==> src/rtl/trng_sampler.sv <==
// Ring-oscillator entropy harvester: synchroniser, sample divider, von Neumann corrector, word packer.
// Optional repetition-count health test is compiled in with `define TRNG_HEALTH_EN.
module trng_sampler #(
    parameter int WIDTH       = 8,
    parameter int SYNC_STAGES = 2,
    parameter int SAMPLE_DIV  = 4,
    parameter int REP_LIMIT   = 32
) (
    input  logic             clk,
    input  logic             rst_n,
    input  logic             raw_i,
    input  logic             enable,
    output logic [WIDTH-1:0] rdata,
    output logic             rvalid,
    input  logic             rready,
    output logic [7:0]       drop_cnt,
    output logic             health_fail
);

    localparam int DIV_W = (SAMPLE_DIV > 1) ? $clog2(SAMPLE_DIV) : 1;
    localparam int CNT_W = $clog2(WIDTH);
    localparam logic [DIV_W-1:0] DIV_LAST = DIV_W'(SAMPLE_DIV - 1);
    localparam logic [CNT_W-1:0] CNT_LAST = CNT_W'(WIDTH - 1);

    typedef enum logic {
        IDLE,
        HAVE_FIRST
    } pair_state_e;

    logic [SYNC_STAGES-1:0] sync_q, sync_d;
    logic [DIV_W-1:0]       div_q, div_d;
    pair_state_e            state_q, state_d;
    logic                   first_q, first_d;
    logic [CNT_W-1:0]       cnt_q, cnt_d;
    logic [WIDTH-2:0]       shift_q, shift_d;
    logic [WIDTH-1:0]       rdata_q, rdata_d;
    logic                   rvalid_q, rvalid_d;
    logic [7:0]             drop_q, drop_d;

    logic             s_raw;
    logic             strobe;
    logic             emit;
    logic             word_done;
    logic [WIDTH-1:0] word;
    logic             slot_free;

    assign s_raw  = sync_q[SYNC_STAGES-1];
    assign strobe = enable && (div_q == DIV_LAST);
    // The newest emitted bit enters at the LSB, so the first bit of a word ends at the MSB.
    assign word   = {shift_q, first_q};

`ifdef TRNG_HEALTH_EN
    localparam int REP_W = $clog2(REP_LIMIT + 1);
    localparam logic [REP_W-1:0] REP_MAX = REP_W'(REP_LIMIT);

    logic [REP_W-1:0] rep_q, rep_d;
    logic             last_q, last_d;
    logic             hf_q, hf_d;

    always_comb begin
        rep_d  = rep_q;
        last_d = last_q;
        hf_d   = hf_q;
        if (!enable) begin
            rep_d = '0;
        end else if (strobe) begin
            last_d = s_raw;
            if (rep_q == '0 || s_raw != last_q) begin
                rep_d = REP_W'(1);
            end else if (rep_q != REP_MAX) begin
                rep_d = rep_q + 1'b1;
            end
            if (rep_d == REP_MAX) begin
                hf_d = 1'b1;
            end
        end
    end

    always_ff @(posedge clk or negedge rst_n) begin
        if (!rst_n) begin
            rep_q  <= '0;
            last_q <= 1'b0;
            hf_q   <= 1'b0;
        end else begin
            rep_q  <= rep_d;
            last_q <= last_d;
            hf_q   <= hf_d;
        end
    end

    assign health_fail = hf_q;
`else
    assign health_fail = 1'b0;
`endif

    assign rvalid    = rvalid_q && !health_fail;
    assign rdata     = rdata_q;
    assign drop_cnt  = drop_q;
    assign slot_free = !rvalid || rready;

    always_comb begin
        sync_d  = {sync_q[SYNC_STAGES-2:0], raw_i};
        div_d   = '0;
        state_d = state_q;
        first_d = first_q;
        emit    = 1'b0;
        if (enable) begin
            div_d = strobe ? '0 : div_q + 1'b1;
        end
        if (!enable) begin
            state_d = IDLE;
        end else if (strobe) begin
            case (state_q)
                IDLE: begin
                    first_d = s_raw;
                    state_d = HAVE_FIRST;
                end
                HAVE_FIRST: begin
                    // Unequal pair yields the first sample; equal pairs carry bias and are dropped.
                    emit    = (s_raw != first_q);
                    state_d = IDLE;
                end
                default: state_d = IDLE;
            endcase
        end
    end

    always_comb begin
        shift_d   = shift_q;
        cnt_d     = cnt_q;
        word_done = 1'b0;
        if (!enable) begin
            cnt_d = '0;
        end else if (emit) begin
            shift_d = word[WIDTH-2:0];
            if (cnt_q == CNT_LAST) begin
                cnt_d     = '0;
                word_done = 1'b1;
            end else begin
                cnt_d = cnt_q + 1'b1;
            end
        end
    end

    always_comb begin
        rdata_d  = rdata_q;
        rvalid_d = rvalid_q;
        drop_d   = drop_q;
        if (health_fail) begin
            rvalid_d = 1'b0;
        end else begin
            if (rvalid && rready) begin
                rvalid_d = 1'b0;
            end
            if (word_done) begin
                if (slot_free) begin
                    rdata_d  = word;
                    rvalid_d = 1'b1;
                end else if (drop_q != 8'hFF) begin
                    drop_d = drop_q + 8'd1;
                end
            end
        end
    end

    always_ff @(posedge clk or negedge rst_n) begin
        if (!rst_n) begin
            sync_q   <= '0;
            div_q    <= '0;
            state_q  <= IDLE;
            first_q  <= 1'b0;
            cnt_q    <= '0;
            shift_q  <= '0;
            rdata_q  <= '0;
            rvalid_q <= 1'b0;
            drop_q   <= 8'd0;
        end else begin
            sync_q   <= sync_d;
            div_q    <= div_d;
            state_q  <= state_d;
            first_q  <= first_d;
            cnt_q    <= cnt_d;
            shift_q  <= shift_d;
            rdata_q  <= rdata_d;
            rvalid_q <= rvalid_d;
            drop_q   <= drop_d;
        end
    end

endmodule

==> config.mk <==
export PLATFORM = sky130hd
export DESIGN_NAME = trng_sampler
export DESIGN_NICKNAME = d
export VERILOG_FILES = /design/src/rtl/trng_sampler.sv
export SDC_FILE = /design/constraint.sdc
export NUM_CORES = 1
export LEC_CHECK = 0
export ABC_AREA = 1
export CORE_MARGIN = 2
export CORE_UTILIZATION = 53
export DETAILED_ROUTE_END_ITERATION = 7
export GPL_TIMING_DRIVEN = 0
export PLACE_DENSITY_LB_ADDON = 0.3
export SLEW_MARGIN = 10
export SYNTH_ARGS = -nofsm -noshare
export SYNTH_HDL_FRONTEND = slang
export SYNTH_SLANG_ARGS = --single-unit
==> constraint.sdc <==
create_clock -name clk -period 1.9 [get_ports clk]
set_clock_uncertainty 0.1 [all_clocks]
set_input_delay 0.285 -clock clk [delete_from_list [all_inputs] [get_ports clk]]
set_output_delay 0.285 -clock clk [all_outputs]
set_load 0.005 [all_outputs]
Word-level counts from Yosys, hierarchy flattened
Index checks and enable logic that the tools add are counted.
{"block": "totals", "regBits": 33, "input_bits": 5}
{"block": "op_classes", "n_addsub": 3, "eq_ne": 6, "muxes": 17, "bitwise": 2, "reduce_logical": 8}
{"operator": "two-way mux 1 bit", "n": 11}
{"operator": "two-way mux 3 bit", "n": 3}
{"operator": "adder 8 x 1 -> 8 bit, second input constant", "n": 1}
{"operator": "inequality test 8 bit, second input constant", "n": 1}
{"operator": "AND reduction 3 bit", "n": 2}
{"operator": "two-way mux 2 bit", "n": 2}
{"operator": "inequality test 2 x 1 -> 1 bit, second input constant", "n": 2}
{"operator": "AND reduction 2 bit", "n": 2}
{"operator": "adder 3 x 1 -> 3 bit, second input constant", "n": 1}
{"operator": "== test 3 bit, second input constant", "n": 1}
{"operator": "adder 2 x 1 -> 2 bit, second input constant", "n": 1}
{"operator": "== test 2 bit, second input constant", "n": 1}
{"operator": "logical AND 1 bit", "n": 2}
{"operator": "inverter 1 bit", "n": 2}
{"operator": "case mux 1 bit (2 select lines)", "n": 1}
{"operator": "zero test 1 bit", "n": 1}
{"operator": "logical OR 1 bit", "n": 1}
{"operator": "inequality test 1 bit", "n": 1}

Logic depth before layout (Yosys ltp)
Gate-level depths: netlist (run 1).
{"block": "logic_depth", "ltp_word": 7, "mapped_depth": 8}

Worst setup path before layout (run 1)
No wires, ideal clock.
{"block": "synth_path", "path_kind": "flip-flop to flip-flop", "start": "register cnt_q[0]", "end": "register cnt_q[0]", "setup_time_ps": 77, "t_arrival_ps": 1241, "t_required_ps": 1723, "path_slack_ps": 482, "path_stages_with_launch": 5, "cell_sequence": "dfrtp_1 > ha_1 > ha_1 > or2_2 > a21oi_1"}
{"block": "synth_via", "elab_chain_len": 4, "word_cells_on_any_way": 5, "cone_classes": "1 x add/sub; 1 x eq/ne; 3 x mux"}
{"item": "from (decl)", "line": "34", "source": "logic [CNT_W-1:0] cnt_q, cnt_d;"}
{"item": "from (signal assigned)", "line": "182", "source": "cnt_q <= cnt_d;"}
{"item": "adder 3 x 1 -> 3 bit or == test 3 bit (tied branches)", "line": "140, 136"}
{"item": "two-way mux 3 bit *", "line": "136", "source": "if (cnt_q == CNT_LAST) begin"}
{"item": "two-way mux 3 bit *", "line": "134", "source": "end else if (emit) begin"}
{"item": "two-way mux 3 bit *", "line": "132", "source": "if (!enable) begin"}
Mark *: on every way between the ends. The rest lies on a longest branch, timed or not. The select of a mux whose other input is x is not followed.
A chain may end at the register's enable or synchronous reset.

Final worst setup path (run 1)
{"block": "layout_path", "start": "register drop_q[2] (netlist: drop_cnt[2])", "end": "output drop_cnt[2]"}
{"item": "from (decl)", "line": "38", "source": "logic [7:0] drop_q, drop_d;"}
{"item": "from (signal assigned)", "line": "186", "source": "drop_q <= drop_d;"}
{"item": "to (decl)", "line": "16", "source": "output logic [7:0] drop_cnt,"}
No word-level cell between the ends.

==> results of run 1 <==
==> state kept, by name (all words and copies together) (netlist names) <==
name      count
drop_cnt      8
sync_q        2
cnt_q         3
state_q       1
div_q         2
first_q       1
rvalid        1
shift_q       7
rdata         8
==> synth_stat cells (2+ instances only) <==
master,instances
o21ai_0,11
buf_6,3
inv_1,18
nand3_1,14
nand2_1,59
nor2_1,11
o21ai_2,8
nor2_4,2
ha_1,4
dfrtp_1,33
xnor2_1,2
==> path summary, 6_finish.rpt <==
path                                           end  slack [ns]  depth (start not counted)
max                                    drop_cnt[2]        0.17                          1
min                            sync_q[1]$_DFF_PN0_        0.26                          0
max in group asynchronous     rdata[7]$_DFFE_PN0P_        0.80                          2
min in group asynchronous     rdata[5]$_DFFE_PN0P_        0.44                          2
max reg2reg                drop_cnt[5]$_DFFE_PN0P_        0.30                          6
min reg2reg                    sync_q[1]$_DFF_PN0_        0.26                          0
==> per-layer routing <==
metal / vias up / track usage (%) / wire length (um)
li1: 608 / - / -
met4: 0 / 9.63 / 46
met2: 23 / 31.1 / 1400
met3: 5 / 4.62 / 104
met1: 571 / 23.3 / 1210
met5: - / 0 / 0
==> final cells by class <==
class / count / area, um2
Multi-Input combinational cell: 120 / 634
Sequential cell: 33 / 826
Tap cell: 31 / 38.8
Clock buffer: 7 / 55.1
Inverter: 19 / 71.3
Timing Repair Buffer: 22 / 215
Buffer: 4 / 41.3
Fill cell: 227 / 900
==> kinds of logic (layout without fill, tap and decap cells) <==
family          count (synthesis)  after routing  share of synthesized area [%]
compound gates                 20             20                           8.27
xor+xnor                        3              3                           1.67
fa+ha+maj                       4              4                           3.18
buf+inv                        23             52                           7.16
flops                          33             33                           52.5
other cells                     1              1                          0.238
simple gates                   92             92                           27.0
==> metrics by stage <==
step | setup TNS [ns] | hold slack, ns
6_report | 0 | 0.255
5_1_grt | 0 | 0.273
4_1_cts | 0 | 0.259
3_5_place_dp | 0 | 0.237
3_3_place_gp | -5.28 | 0.234
2_1_floorplan | 0 | -0.111
==> power by group through the flow <==
stage | registers (W) | logic, W | clock network [W]
6_report | 0.000764 | 0.000105 | 0.000393
2_1_floorplan | 0.000771 | 0.0000712 | 0
3_3_place_gp | 0.000776 | 0.000100 | 0
4_1_cts | 0.000764 | 0.000108 | 0.000408
5_1_grt | 0.000769 | 0.000126 | 0.000436
3_5_place_dp | 0.000778 | 0.000106 | 0
==> repair_timing <==
item,4_1_cts,5_1_grt
hold buffers,1,0
hold endpoints to repair,33,0
setup buffers,0,0
==> worst reg2reg max path, delay by kind of cell (launching register included) <==
family / cells / cell delay, ns
adder cells (fa/ha/maj): 2 / 0.47
flip-flops: 1 / 0.38
AND/OR/NAND/NOR: 4 / 0.61
==> metrics.csv, run 1 <==
stage,metric,value,unit
timing,slew_headroom,52.3,%
grt,grt_max_degree,34,
clocking,cts.sinks,33,
power,power.internal,0.000948,W
worst_setup_path,r2r-start,cnt_q[0]$_DFFE_PN0P_,
layout,fin_nets,214,
logic_synthesis,synth-seq-cells,33,
clocking,cts_buffers,5,
floorplanning,rows,19,
logic_synthesis,yosys.area.top_type,dfrtp_1,
placed_design,routabilityCongestion,0.826,
logic_synthesis,postSynthCellCount,176,
floorplanning,die_area,3420,um2
grt,grt_pass1_wl,4930,um
worst_setup_path,path_cells,clkdlybuf4s50_1,
placed_design,dp_worst_setup_slack,0.00731,ns
logic_synthesis,synth_top_cell_area_share,52.5,%
layout,final_cell_mix,"59 x nand2_1, 33 x dfrtp_1, 20 x clkdlybuf4s50_1",
layout,final_common_cell,nand2_1,
detailed_routing,drt_wl_total,2760,um
placed_design,hpwl,2040,um
clocking,clkTransAtPathRegs,0.10,ns
logic_synthesis,async_flop_share,100,%
layout,diodes,0,
detailed_routing,drc_errors,0,
worst_setup_path,critPathTopFamily,buffers and inverters,
power,total_power,0.00126,W
logic_synthesis,synth.area.top_cells,"dfrtp_1 53%, nand2_1 14%, nand3_1 4.5%",
logic_synthesis,synth_edf_count,0,
floorplanning,ioPinCount,23,
power,powerDensity,671,nW/um2
clocking,cts.path.max_buffers,2,
timing,hold_viol,0,
power,leakage,0.911,nW
logic_synthesis,synth.distinct_cells,22,
worst_setup_path,start_kind,register,
run_status,outcome,finished clean,
logic_synthesis,ys.flop_type,dfrtp_1,
clocking,cts-root-buf,clkbuf_4,
detailed_routing,wire_per_inst,11.7,um
placed_design,dp_cells,228,
floorplanning,die_w,58.5,um
worst_setup_path,cp.arrival,1.34,ns
floorplanning,initial_core_util,56.5,%
layout,instances_no_fill,236,
layout,syn2layout_area_growth,19.6,%
floorplanning,coreArea,2780,um2
worst_setup_path,critPathKind,register to output port,
detailed_routing,firstDrtPassIters,4,
clocking,cts_resized,0,
timing,period_needed,1.73,ns
worst_setup_path,end_kind,output port,
power,power_frac_seq,60.5,%
power,switching_share,24.9,%
logic_synthesis,synth_fp_nets,185,
worst_setup_path,cp.buffers_inverters,1,
power,ir_drop,0.000541,V
timing,finalMaxSlewViolations,0,
logic_synthesis,seq_area_frac_synth,52.5,%
hold_path,hp-class,register to register,
grt,gr-total-overflow,0,
clocking,cts_tree,done,
worst_setup_path,crit_required,1.51,ns
clocking,clk_latency,0.33,ns
detailed_routing,drt-initial-drc-count,73,
grt,antenna_found_initial,0,
clocking,htreeDepth,2,
layout,final_area,1880,um2
timing,rsz0062_at_grt,no,
grt,first_global_vias,1169,
logic_synthesis,avgSynthCellArea,8.94,um2
power,combPwrFrac,8.3,%
detailed_routing,antenna_left,0,
floorplanning,die_h,58.5,um
power,switchingPower,0.000314,W
placed_design,placed_area,1820,um2
timing,worst_slew_pin_slew,0.716,ns
worst_setup_path,crit_fanout,7,
detailed_routing,vias_per_cell,5.11,
timing,post-route-period-util,90.8,%
logic_synthesis,synth_warnings,0,
worst_setup_path,slowest_delay,0.54,ns
worst_setup_path,crit_slowest_cell,clkdlybuf4s50_1,
grt,track_usage,19.0,%
layout,utilization,67.7,%
timing,setup_viol,0,
timing,setup_slack,0.174,ns
logic_synthesis,syn_area,1570,um2
placed_design,io_buffers,21,
timing,fmax,579,MHz
detailed_routing,vias,1207,
job,max-cap-violations,0,
hold_path,min_from,sync_q[0]$_DFF_PN0_,
worst_setup_path,cp-startpoint,drop_cnt[2]$_DFFE_PN0P_,
layout,drive_above_1_share,13.2,%
power,clock_power_share,31.1,%
No activity file was read; power rests on OpenSTA's default activity.
==> run 2, diff against run 1 <==
Settings changed: ABC_AREA 1 to 0, CORE_UTILIZATION 53 to 51.
==> run 2 against run 1 <==
  * Sequential share of layout area increased by 3.3 points
  * Register-to-register slack got worse by 0.23 ns
  * Non-clock buffer count unchanged
  * Final cell count decreased by 30%
  * Maximum frequency decreased by 5.8%
  * Power decreased by 5.1%
  * Final area decreased by 7.0%
  * Hold slack got worse by 0.070 ns
  * Core utilization increased by 1.7 points
  * Critical path depth increased by 4
  * Synthesized cell count decreased by 40%
  * Largest power group unchanged
==> metrics.csv, run 2 <==
stage,metric,value,unit
run_status,outcome,finished clean,
grt,grt_pass1_wl,4070,um
detailed_routing,top_layer,met4,
grt,antenna_found_initial,0,
clocking,cts-root-buf,clkbuf_4,
layout,ff_latch_area,826,um2
timing,post-route-period-util,96.4,%
clocking,cts_buffers,5,
logic_synthesis,syn_area,1390,um2
detailed_routing,vias_per_cell,5.28,
hold_path,hp-class,input pin to register,
timing,setup_tns,0,ns
timing,hold_viol,0,
timing,setup_slack,0.0684,ns
floorplanning,initial_core_util,55.0,%
grt,first_global_vias,891,
timing,setup_viol,0,
timing,finalMaxSlewViolations,0,
worst_setup_path,critPathKind,register to register,
layout,drive_above_1_share,26.5,%
detailed_routing,antenna_left,0,
logic_synthesis,synth_top_cell_area_share,59.5,%
layout,syn2layout_area_growth,26.1,%
placed_design,placed_area,1640,um2
worst_setup_path,start_kind,register,
floorplanning,die_w,56.2,um
detailed_routing,wl_met2,1080,um
clocking,cts.sinks,33,
layout,final_area,1750,um2
placed_design,routabilityCongestion,0.644,
placed_design,io_buffers,20,
detailed_routing,firstDrtPassIters,4,
worst_setup_path,crit_slowest_cell,dfrtp_1,
clocking,clkTransAtPathRegs,0.10,ns
worst_setup_path,cp.arrival,1.94,ns
layout,utilization,69.3,%
power,powerDensity,684,nW/um2
detailed_routing,drt_wl_total,2370,um
floorplanning,coreArea,2520,um2
grt,grt_max_degree,34,
timing,fmax,546,MHz
timing,worst_slew_pin_slew,0.709,ns
logic_synthesis,postSynthCellCount,105,
detailed_routing,wl_met3,102,um
detailed_routing,drc_errors,0,
clocking,clk_latency,0.33,ns
layout,multi_input_area,597,um2
placed_design,dp_worst_setup_slack,-0.329,ns
timing,period_needed,1.83,ns
power,ir_drop,0.000543,V
detailed_routing,wire_per_inst,14.3,um
grt,track_usage,16.9,%
logic_synthesis,synthTopCellsByCount,"33 x dfrtp_1, 15 x mux2_2, 10 x nand2_1",
logic_synthesis,seq_area_frac_synth,59.5,%
floorplanning,die_area,3150,um2
worst_setup_path,crit_required,2.01,ns
logic_synthesis,avgSynthCellArea,13.2,um2
logic_synthesis,synth_most_common_cell,dfrtp_1,
clocking,cts_tree,done,
placed_design,hpwl,1640,um
floorplanning,die_h,56.2,um
power,leakage,0.825,nW
logic_synthesis,synth.distinct_cells,27,
clocking,htreeDepth,2,
floorplanning,ioPinCount,23,
logic_synthesis,async_flop_share,100,%
detailed_routing,drt-initial-drc-count,12,
logic_synthesis,yosys.area.top_type,dfrtp_1,
worst_setup_path,slowest_delay,0.39,ns
timing,rsz0062_at_grt,yes,
worst_setup_path,cp.buffers_inverters,0,
layout,final_common_cell,dfrtp_1,
worst_setup_path,end_kind,register,
grt,gr-total-overflow,0,
logic_synthesis,ys.flop_type,dfrtp_1,
logic_synthesis,synth-seq-cells,33,
layout,diodes,0,
floorplanning,rows,18,
timing,slew_headroom,52.8,%
layout,final_cell_mix,"33 x dfrtp_1, 19 x clkdlybuf4s50_1, 15 x mux2_2",
worst_setup_path,path_cells,"ha_2, ha_4, nor4b_4, a21boi_4, mux2_1",
clocking,cts.path.max_buffers,2,
detailed_routing,wl_met1,1140,um
layout,fin_nets,144,
worst_setup_path,crit_fanout,4,
logic_synthesis,synth_fp_nets,114,
job,max-cap-violations,0,
logic_synthesis,synth_edf_count,0,
logic_synthesis,synth_warnings,0,
worst_setup_path,critPathTopFamily,flip-flops,
logic_synthesis,synth.area.top_cells,"dfrtp_1 60%, mux2_2 12%, ha_1 3.6%",
detailed_routing,vias,877,
layout,n_fill_cell,194,
[run 2: cell types whose count changed in the layout (fill, tap and decap cells not counted), sizes merged, moves of 2 or more]
cell / previous run / this run
o21ai: 19 / 5
xnor2: 2 / 4
nand3: 16 / 4
nand2: 60 / 10
a21oi: 1 / 3
inv: 19 / 0
nor2: 13 / 4
and4: 0 / 2
nand2b: 0 / 2
clkinv: 0 / 2
mux2: 0 / 17
[run 2: per-layer routing]
layer / vias up / global-route usage (%)
met5: - / 0
met4: 0 / 9.18
met3: 5 / 4.88
met2: 20 / 26.9
met1: 423 / 20.7
li1: 429 / -
[run 2: report_power, final]
group	switching, W	internal, W
Combinational	0.0000426	0.0000378
Sequential	0.0000249	0.000723
Clock	0.000228	0.000141
Total	0.000295	0.000902
[run 2: cell families (layout without fill, tap and decap cells)]
logic type / Yosys count / count (layout) / share of synthesized area, %
xor gates and xnor gates: 6 / 6 / 3.79
buffers and inverters: 3 / 34 / 1.26
other: 1 / 1 / 0.270
adders and majority gates: 4 / 4 / 3.61
and+or+nand+nor: 30 / 30 / 13.0
DFF: 33 / 33 / 59.5
AOI/OAI and AO/OA: 11 / 11 / 4.78
muxes: 17 / 17 / 13.8
[run 2: worst paths after layout]
kind	slack, ns	endpoint	cells past startpoint	startpoint
worst min-delay path	0.19	cnt_q[1]$_DFFE_PN0P_	3	enable
worst max register to register	0.07	drop_cnt[1]$_DFFE_PN0P_	5	cnt_q[0]$_DFFE_PN0P_
worst min register to register	0.26	sync_q[1]$_DFF_PN0_	0	sync_q[0]$_DFF_PN0_
worst max-delay path	0.07	drop_cnt[1]$_DFFE_PN0P_	5	cnt_q[0]$_DFFE_PN0P_
min in group asynchronous	0.43	cnt_q[0]$_DFFE_PN0P_	2	rst_n
max in group asynchronous	0.81	rdata[0]$_DFFE_PN0P_	2	rst_n
[run 2: cell type report]
type	count	area share, %
timing repair buffer	23	12.6
multi-input combinational	69	34.1
sequential	33	47.2
tap	30	2.15
clock inverter	2	0.572
clock buffer	6	2.36
buffer	3	1.00
[run 2: per-stage QoR]
stage          power (W)  std cells  hold WS [ns]
2_1_floorplan   0.000809        105        -0.111
3_3_place_gp    0.000835        155         0.236
3_5_place_dp    0.000841        155         0.248
4_1_cts          0.00121        165         0.161
5_1_grt          0.00126        166         0.189
6_report         0.00120        166         0.185
[run 2: worst register-to-register path: stages, from the launching register on]
cell and delay (ns):
dfrtp_1 0.39, ha_2 0.20, ha_4 0.15, nor4b_4 0.28
a21boi_4 0.26, mux2_1 0.33
[run 2: timing repair]
item,4_1_cts,5_1_grt
resized for setup,3,3
hold endpoints to repair,33,0
pin swaps,1,0
hold buffers,1,0
endpoints found under the setup margin,10,2
setup buffers,1,1
==> run 3, diff against run 2 <==
Settings changed: CORE_ASPECT_RATIO set to 1.25, CORE_UTILIZATION 51 to 60, DONT_BUFFER_PORTS set to 1, PLACE_DENSITY set to 0.81, PLACE_DENSITY_LB_ADDON 0.3 to unset.
==> run 3 against run 2 <==
  * Via count fell by 1.8%
  * Non-clock buffer count decreased by 15
  * Critical endpoint is now drop_cnt[6]$_DFFE_PN0P_
  * Hold slack lost 0.044 ns
  * Power is essentially flat
  * Final area shrank 7.8%
  * Critical path depth is 1 higher
  * Core utilization up 4.4 points
  * First-iteration DRC count decreased by 25%
  * Clock power decreased by 2%
  * Register-to-register slack worse by 0.03 ns
  * Count of clock-buffer cells in the layout down 1
==> metrics.csv, run 3 (synthesis gave the netlist of run 2 again) <==
stage,metric,value,unit
layout,diodes,0,
job,max-cap-violations,0,
detailed_routing,vias,861,
detailed_routing,antenna_left,0,
power,ir_drop,0.000574,V
clocking,cts_tree,done,
worst_setup_path,path_cells,"ha_4, nand3_4, nor4b_4, buf_4, nand4_1, mux2_4",
clocking,cts.path.max_buffers,2,
clocking,cts_buffers,5,
layout,drive_above_1_share,33.1,%
layout,multi_input_area,598,um2
timing,finalMaxSlewViolations,0,
detailed_routing,firstDrtPassIters,2,
worst_setup_path,crit_required,2.01,ns
floorplanning,ioPinCount,23,
clocking,cts-root-buf,clkbuf_4,
layout,syn2layout_area_growth,16.2,%
clocking,htreeDepth,2,
worst_setup_path,slowest_delay,0.40,ns
run_status,outcome,finished clean,
layout,final_cell_mix,"33 x dfrtp_1, 15 x mux2_2, 10 x nand2_1",
placed_design,placed_area,1440,um2
detailed_routing,vias_per_cell,5.66,
worst_setup_path,end_kind,register,
grt,first_global_vias,873,
worst_setup_path,cp.arrival,1.98,ns
hold_path,hp-class,input pin to register,
grt,gr-total-overflow,0,
placed_design,routabilityCongestion,0.666,
grt,track_usage,19.3,%
detailed_routing,wire_per_inst,14.5,um
placed_design,hpwl,1540,um
layout,final_area,1610,um2
layout,ff_latch_area,826,um2
timing,setup_tns,0,ns
power,leakage,0.790,nW
grt,grt_pass1_wl,3620,um
worst_setup_path,start_kind,register,
floorplanning,die_h,57.8,um
layout,n_fill_cell,172,
layout,utilization,73.7,%
layout,fin_nets,129,
floorplanning,coreArea,2190,um2
floorplanning,die_area,2720,um2
timing,fmax,536,MHz
detailed_routing,drt-initial-drc-count,9,
timing,post-route-period-util,98.2,%
timing,whs,0.142,ns
layout,final_common_cell,dfrtp_1,
floorplanning,initial_core_util,63.4,%
clocking,cts.sinks,33,
clocking,clkTransAtPathRegs,0.10,ns
power,powerDensity,742,nW/um2
grt,antenna_found_initial,0,
timing,hold_viol,0,
floorplanning,rows,19,
clocking,clk_latency,0.33,ns
detailed_routing,drt_wl_total,2210,um
placed_design,io_buffers,0,
worst_setup_path,crit_fanout,5,
worst_setup_path,critPathKind,register to register,
floorplanning,die_w,47.0,um
timing,period_needed,1.87,ns
worst_setup_path,crit_slowest_cell,dfrtp_1,
grt,grt_max_degree,34,
detailed_routing,drc_errors,0,
timing,setup_viol,0,
==> run 3: cell types whose count changed in the layout (fill, tap and decap cells not counted), sizes merged <==
| cell | delta |
|---|---|
| dlygate4sd3 | +1 |
| buf | +3 |
| clkdlybuf4s50 | -19 |
| clkbuf | -1 |
| clkinvlp | +1 |
==> run 3: path summary, 6_finish.rpt <==
| check | startpoint | depth (start not counted) | end | slack, ns |
|---|---|---|---|---|
| setup reg to reg | div_q[0]$_DFF_PN0_ | 6 | drop_cnt[6]$_DFFE_PN0P_ | 0.03 |
| hold / removal | rready | 2 | rvalid$_DFF_PN0_ | 0.14 |
| setup / recovery | div_q[0]$_DFF_PN0_ | 6 | drop_cnt[6]$_DFFE_PN0P_ | 0.03 |
| min in group asynchronous | rst_n | 2 | cnt_q[2]$_DFFE_PN0P_ | 0.29 |
| max in group asynchronous | rst_n | 2 | drop_cnt[3]$_DFFE_PN0P_ | 1.24 |
| hold reg to reg | sync_q[0]$_DFF_PN0_ | 0 | sync_q[1]$_DFF_PN0_ | 0.26 |
==> run 3: area by class of cell <==
class / count / area share, %
multi-input cells: 69 / 37.1
flip-flops and latches: 33 / 51.2
repair buffers: 8 / 4.81
plain buffers: 3 / 1.09
clock buffers: 5 / 2.33
well taps: 31 / 2.40
clock inverters: 3 / 1.09
==> run 3: timing repair <==
action | 4_1_cts | 5_1_grt
pin swaps | 1 | 2
gates resized for setup | 1 | 5
cloned | 0 | 0
setup buffers | 2 | 3
hold buffers | 3 | 0
setup endpoints to repair | 10 | 13
hold endpoints to repair | 34 | 0
==> run 3: stage by stage <==
step	worst slack, ns	power (W)	std cells
2_1_floorplan	0.0197	0.000809	105
3_3_place_gp	-0.117	0.000815	136
3_5_place_dp	-0.181	0.000826	136
4_1_cts	0.0336	0.00122	149
5_1_grt	-0.0236	0.00126	152
6_report	0.0349	0.00120	152
==> run 3: layer usage <==
metal  vias up  GRT usage (%)  part of all wire, %
met5         -              0                    0
met4         0           7.14                  1.5
met3         4           9.35                  6.0
met2        24           31.9                   53
met1       428           20.6                   39
li1        405              -                    -
==> run 3: where the power goes <==
| part | switching [W] | internal, W | total, W |
|---|---|---|---|
| Combinational | 0.0000440 | 0.0000401 | 0.0000841 |
| Sequential | 0.0000270 | 0.000723 | 0.000750 |
| Clock | 0.000223 | 0.000139 | 0.000363 |
| Total | 0.000294 | 0.000902 | 0.00120 |
==> run 3: worst max-delay path, delay by kind of cell (launching register included) <==
family                   cells  cell delay (ns)
buffers and inverters        1             0.19
flip-flops                   1             0.40
multiplexers                 1             0.31
adder cells (fa/ha/maj)      1             0.18
AND/OR/NAND/NOR              3             0.56
==> RTL change 1, RTL diff (settings of run 3) <==
Set the parameter `SAMPLE_DIV` to 2 (it was 4).
--- a/src/rtl/trng_sampler.sv
+++ b/src/rtl/trng_sampler.sv
@@ -5,3 +5,3 @@
     parameter int SYNC_STAGES = 2,
-    parameter int SAMPLE_DIV  = 4,
+    parameter int SAMPLE_DIV  = 2,
     parameter int REP_LIMIT   = 32
Function: no difference found for any inputs over 10 cycles, from zero or initial values and one cycle with rst_n low; that may be too few to reach the edited logic, so the function may still have changed.
==> RTL change 1 against run 3 <==
  * Sequential cell count is 1 lower
  * Cell area fell by 0.93%
  * Combinational power grew 6.5%
  * Area after synthesis fell by 3.7%
  * Non-clock buffer count is 1 higher
  * Count of clock-buffer cells in the layout up 1
  * Worst setup slack worse by 0.019 ns
  * Wire length up 2.3%
  * Total power grew 3.0%
  * Critical path type unchanged
  * Critical endpoint unchanged
==> RTL change 1: results (changes against run 3) <==
| Metric | Value |
|---|---|
| Total GRT Usage | 21.3% (+2.0 points) |
| Reg2Reg Launch Point | cnt_q[1] |
| Vias | 838 (-2.7%) |
| CP arrival | 2.02 ns (+0.04 ns) |
| First-pass GRT wire length | 3870 um (+7.1%) |
| Routed length per instance | 15.1 um (+3.6%) |
| Leak pwr | 0.797 nW (+0.89%) |
| P_sw | 0.293 mW (-0.45%) |
| Layout cells sized above 1 | 37.8% (+4.8 points) |
| Clock share of power | 32.4% (+2.1 points) |
| Initial DRT Pass Iterations | 4 (+2) |
| Power Clock | 0.399 mW (+9.9%) |
| CP delay by family, top | simple AND/OR/NAND/NOR gates |
| Pre-CTS setup slack | -0.0905 ns (+0.0903 ns) |
| Iter 0 DRT Violations | 8 (-1) |
| Slowest cell on crit path | or4b_4 |
| Clock Latency Late Sink | 0.34 ns |
| Min-delay worst type | in -> reg |
| Layout Cells excl Fill | 150 (-1.3%) |
| Cells after Synth | 102 (-2.9%) |
| Syn nets | 110 (-3.5%) |
| N_diodes | 0 (unchanged) |
| Largest net degree at the start of global routing | 33 (-2.9%) |
| Routability cong. | 0.735 (+10%) |
| Synth area leaders | dfrtp_1 60%, mux2_2 13%, xor2_1 3.9% |
| Max FO, Critical Path | 6 (+1) |
| Nets | 126 (-2.3%) |
| VDD IR max | 631 uV (+9.9%) |
| Vias in the first global route | 894 (+2.4%) |
| Status | complete, no violations |
| DP HPWL | 1490 um (-3.1%) |
| Synth cell types | 28 (+3.7%) |
| Crit share post-route | 99.2% (+1.0 points) |
| Worst R2R Setup Slack | 0.02 ns (-0.02 ns) |
| CP peak stage delay | 0.53 ns (+0.13 ns) |
| Sequential cell area fraction in the yosys report | 59.9% (+0.41 points) |
| Cell depth of the worst flop-to-flop path | 5 (-1) |
| Register share of total power | 60.3% (-2.4 points) |
| Synth top cells by count | 32 x dfrtp_1, 16 x mux2_2, 9 x nand2_1 |
| Placed inst area | 1430 um^2 (-1.1%) |
==> RTL change 1: changes by cell type in the layout (fill, tap and decap cells not counted), moves of 2 or more <==
cell     change
buf_2        -2
xnor2_1      -4
xor2_1       +4
dfrtp_1      -2
nor3_4       +2
nor3_1       +2
a21oi_1      -2
and4_1       -2
nor4_2       +2
==> RTL change 1: worst min path at each step <==
stage / to / depth (start not counted) / slack [ns] / startpoint
floorplan: cnt_q[0] / 0 / -0.11 / rst_n
global placement: drop_cnt[6] / 0 / -0.11 / rst_n
detailed placement: drop_cnt[7] / 0 / -0.11 / rst_n
CTS: rvalid / 2 / 0.09 / rready
global route: shift_q[0] / 2 / 0.12 / enable
finish: shift_q[0] / 2 / 0.11 / enable
==> RTL change 1: what timing repair did <==
action,CTS,global route
pin swaps,4,2
buffers inserted,4,2
gates resized for setup,2,5
hold endpoints to repair,38,0
endpoints found under the setup margin,9,21
hold buffers,4,0
==> RTL change 1: layout make-up <==
| type | count | area, um^2 |
|---|---|---|
| Clock inverter | 2 | 10.0 |
| Buffer | 2 | 12.5 |
| Multi-Input combinational cell | 67 | 588 |
| Tap cell | 31 | 38.8 |
| Timing Repair Buffer | 10 | 95.1 |
| Sequential cell | 32 | 802 |
| Fill cell | 146 | 566 |
| Clock buffer | 6 | 51.3 |
==> RTL change 1: logic make-up after synthesis <==
logic type	share of synthesized area [%]
flops	59.9
simple gates	12.5
mux	15.1
compound gates	3.56
xor+xnor	4.59
fa+ha+maj	2.81
buf+inv	1.22
other cells	0.281
==> RTL change 1: per-layer routing <==
layer	routed length [um]	GRT usage (%)	vias up	part of all wire [%]
li1	-	-	389	-
met1	921	25.3	422	41
met4	57	9.80	0	2.5
met5	0	0	-	0
met3	112	9.32	5	5.0
met2	1170	32.3	22	52
==> RTL change 2, RTL diff (flow settings as in run 3) <==
Without the edit above. Put one more register stage on the output `drop_cnt`, cleared by the reset. The value now appears one clock later. The other outputs are not delayed to match.
--- a/src/rtl/trng_sampler.sv
+++ b/src/rtl/trng_sampler.sv
@@ -97,3 +97,9 @@
     assign rdata     = rdata_q;
-    assign drop_cnt  = drop_q;
+    always_ff @(posedge clk or negedge rst_n) begin
+        if (!rst_n) begin
+            drop_cnt <= '0;
+        end else begin
+            drop_cnt <= drop_q;
+        end
+    end
     assign slot_free = !rvalid || rready;
Check against the original RTL: no difference found for any inputs over 10 cycles, from zero or initial values and one cycle with rst_n low; that may be too few to reach the edited logic, so the function may still have changed.
==> RTL change 2 against run 3 <==
  * Worst setup slack better by 0.058 ns
  * Synthesized cell count grew 7.6%
  * Critical path type unchanged
  * Area after synthesis increased by 15%
  * Total power up 20%
  * Cell area increased by 12%
  * Largest power group unchanged
  * Clock power is 15% higher
  * Wire length increased by 24%
  * Critical endpoint is now drop_q[1]
  * First-iteration DRC count increased by 56%
  * Sequential cell count up 8
==> RTL change 2: results (changes against run 3) <==
| Metric | Value |
|---|---|
| Status | complete, no violations |
| ClkCell Share | 2.85% (-0.57 points) |
| Clock buffer cells | 6 (+1) |
| Largest net degree at the start of global routing | 42 (+24%) |
| DP HPWL | 1700 um (+11%) |
| Routed length per instance | 16.9 um (+16%) |
| Fin crit period | 1.81 ns (-0.0578 ns) |
| Num sequential | 41 (+24%) |
| VDD IR max | 689 uV (+20%) |
| Total GRT Usage | 19.5% (+0.27 points) |
| Synth cell types | 29 (+7.4%) |
| Sequential cell area share | 56.9% (+5.7 points) |
| Die Footprint | 3100 um^2 (+14%) |
| Worst r2r dst | drop_q[1] |
| Layout Cells excl Fill | 162 (+6.6%) |
| Fin area | 1800 um^2 (+12%) |
| Adder-Cell Fraction of Synth Area | 3.13% (-0.48 points) |
| Int Pwr | 1.08 mW (+19%) |
| Pre-CTS setup slack | -0.212 ns (-0.0311 ns) |
| P_comb | 0.0945 mW (+12%) |
| Syn nets | 122 (+7.0%) |
| Synth Area in XOR/XNOR | 3.28% (-0.51 points) |
| Multiplexer share of the synthesized area | 12.0% (-1.8 points) |
| Nets | 137 (+6.2%) |
| Vias in the first global route | 900 (+3.1%) |
| Die Width | 50.2 um (+6.8%) |
| Design Power | 1.43 mW (+20%) |
| Clock Latency Late Sink | 0.36 ns (+0.03 ns) |
| Sequential cell area fraction in the yosys report | 64.1% (+4.5 points) |
| Multi-input combinational area share | 32.6% (-4.4 points) |
| Placed inst area | 1650 um^2 (+14%) |
| Routability cong. | 0.760 (+14%) |
==> RTL change 2: cell count changes in the layout (fill, tap and decap cells not counted) <==
cell / change
dfrtp_1: +8
a21boi_0: +1
buf_2: -1
clkbuf_1: +1
clkbuf_2: +1
clkinvlp_4: -1
ha_2: +1
ha_4: -1
mux2_2: +1
mux2_4: -1
nand2_1: -1
==> RTL change 2: metal layers <==
metal | up-vias | wire (um) | track usage, %
met5 | - | 0 | 0
met4 | 0 | 68 | 11.5
met3 | 8 | 127 | 7.66
met2 | 18 | 1450 | 33.8
met1 | 488 | 1090 | 20.4
li1 | 427 | - | -
==> RTL change 2: timing repair <==
action / 4_1_cts / 5_1_grt
hold buffers: 3 / 0
setup endpoints to repair: 8 / 8
gates resized for setup: 1 / 3
buffers inserted: 2 / 3
endpoints found under the hold margin: 42 / 0
pin swaps: 1 / 2
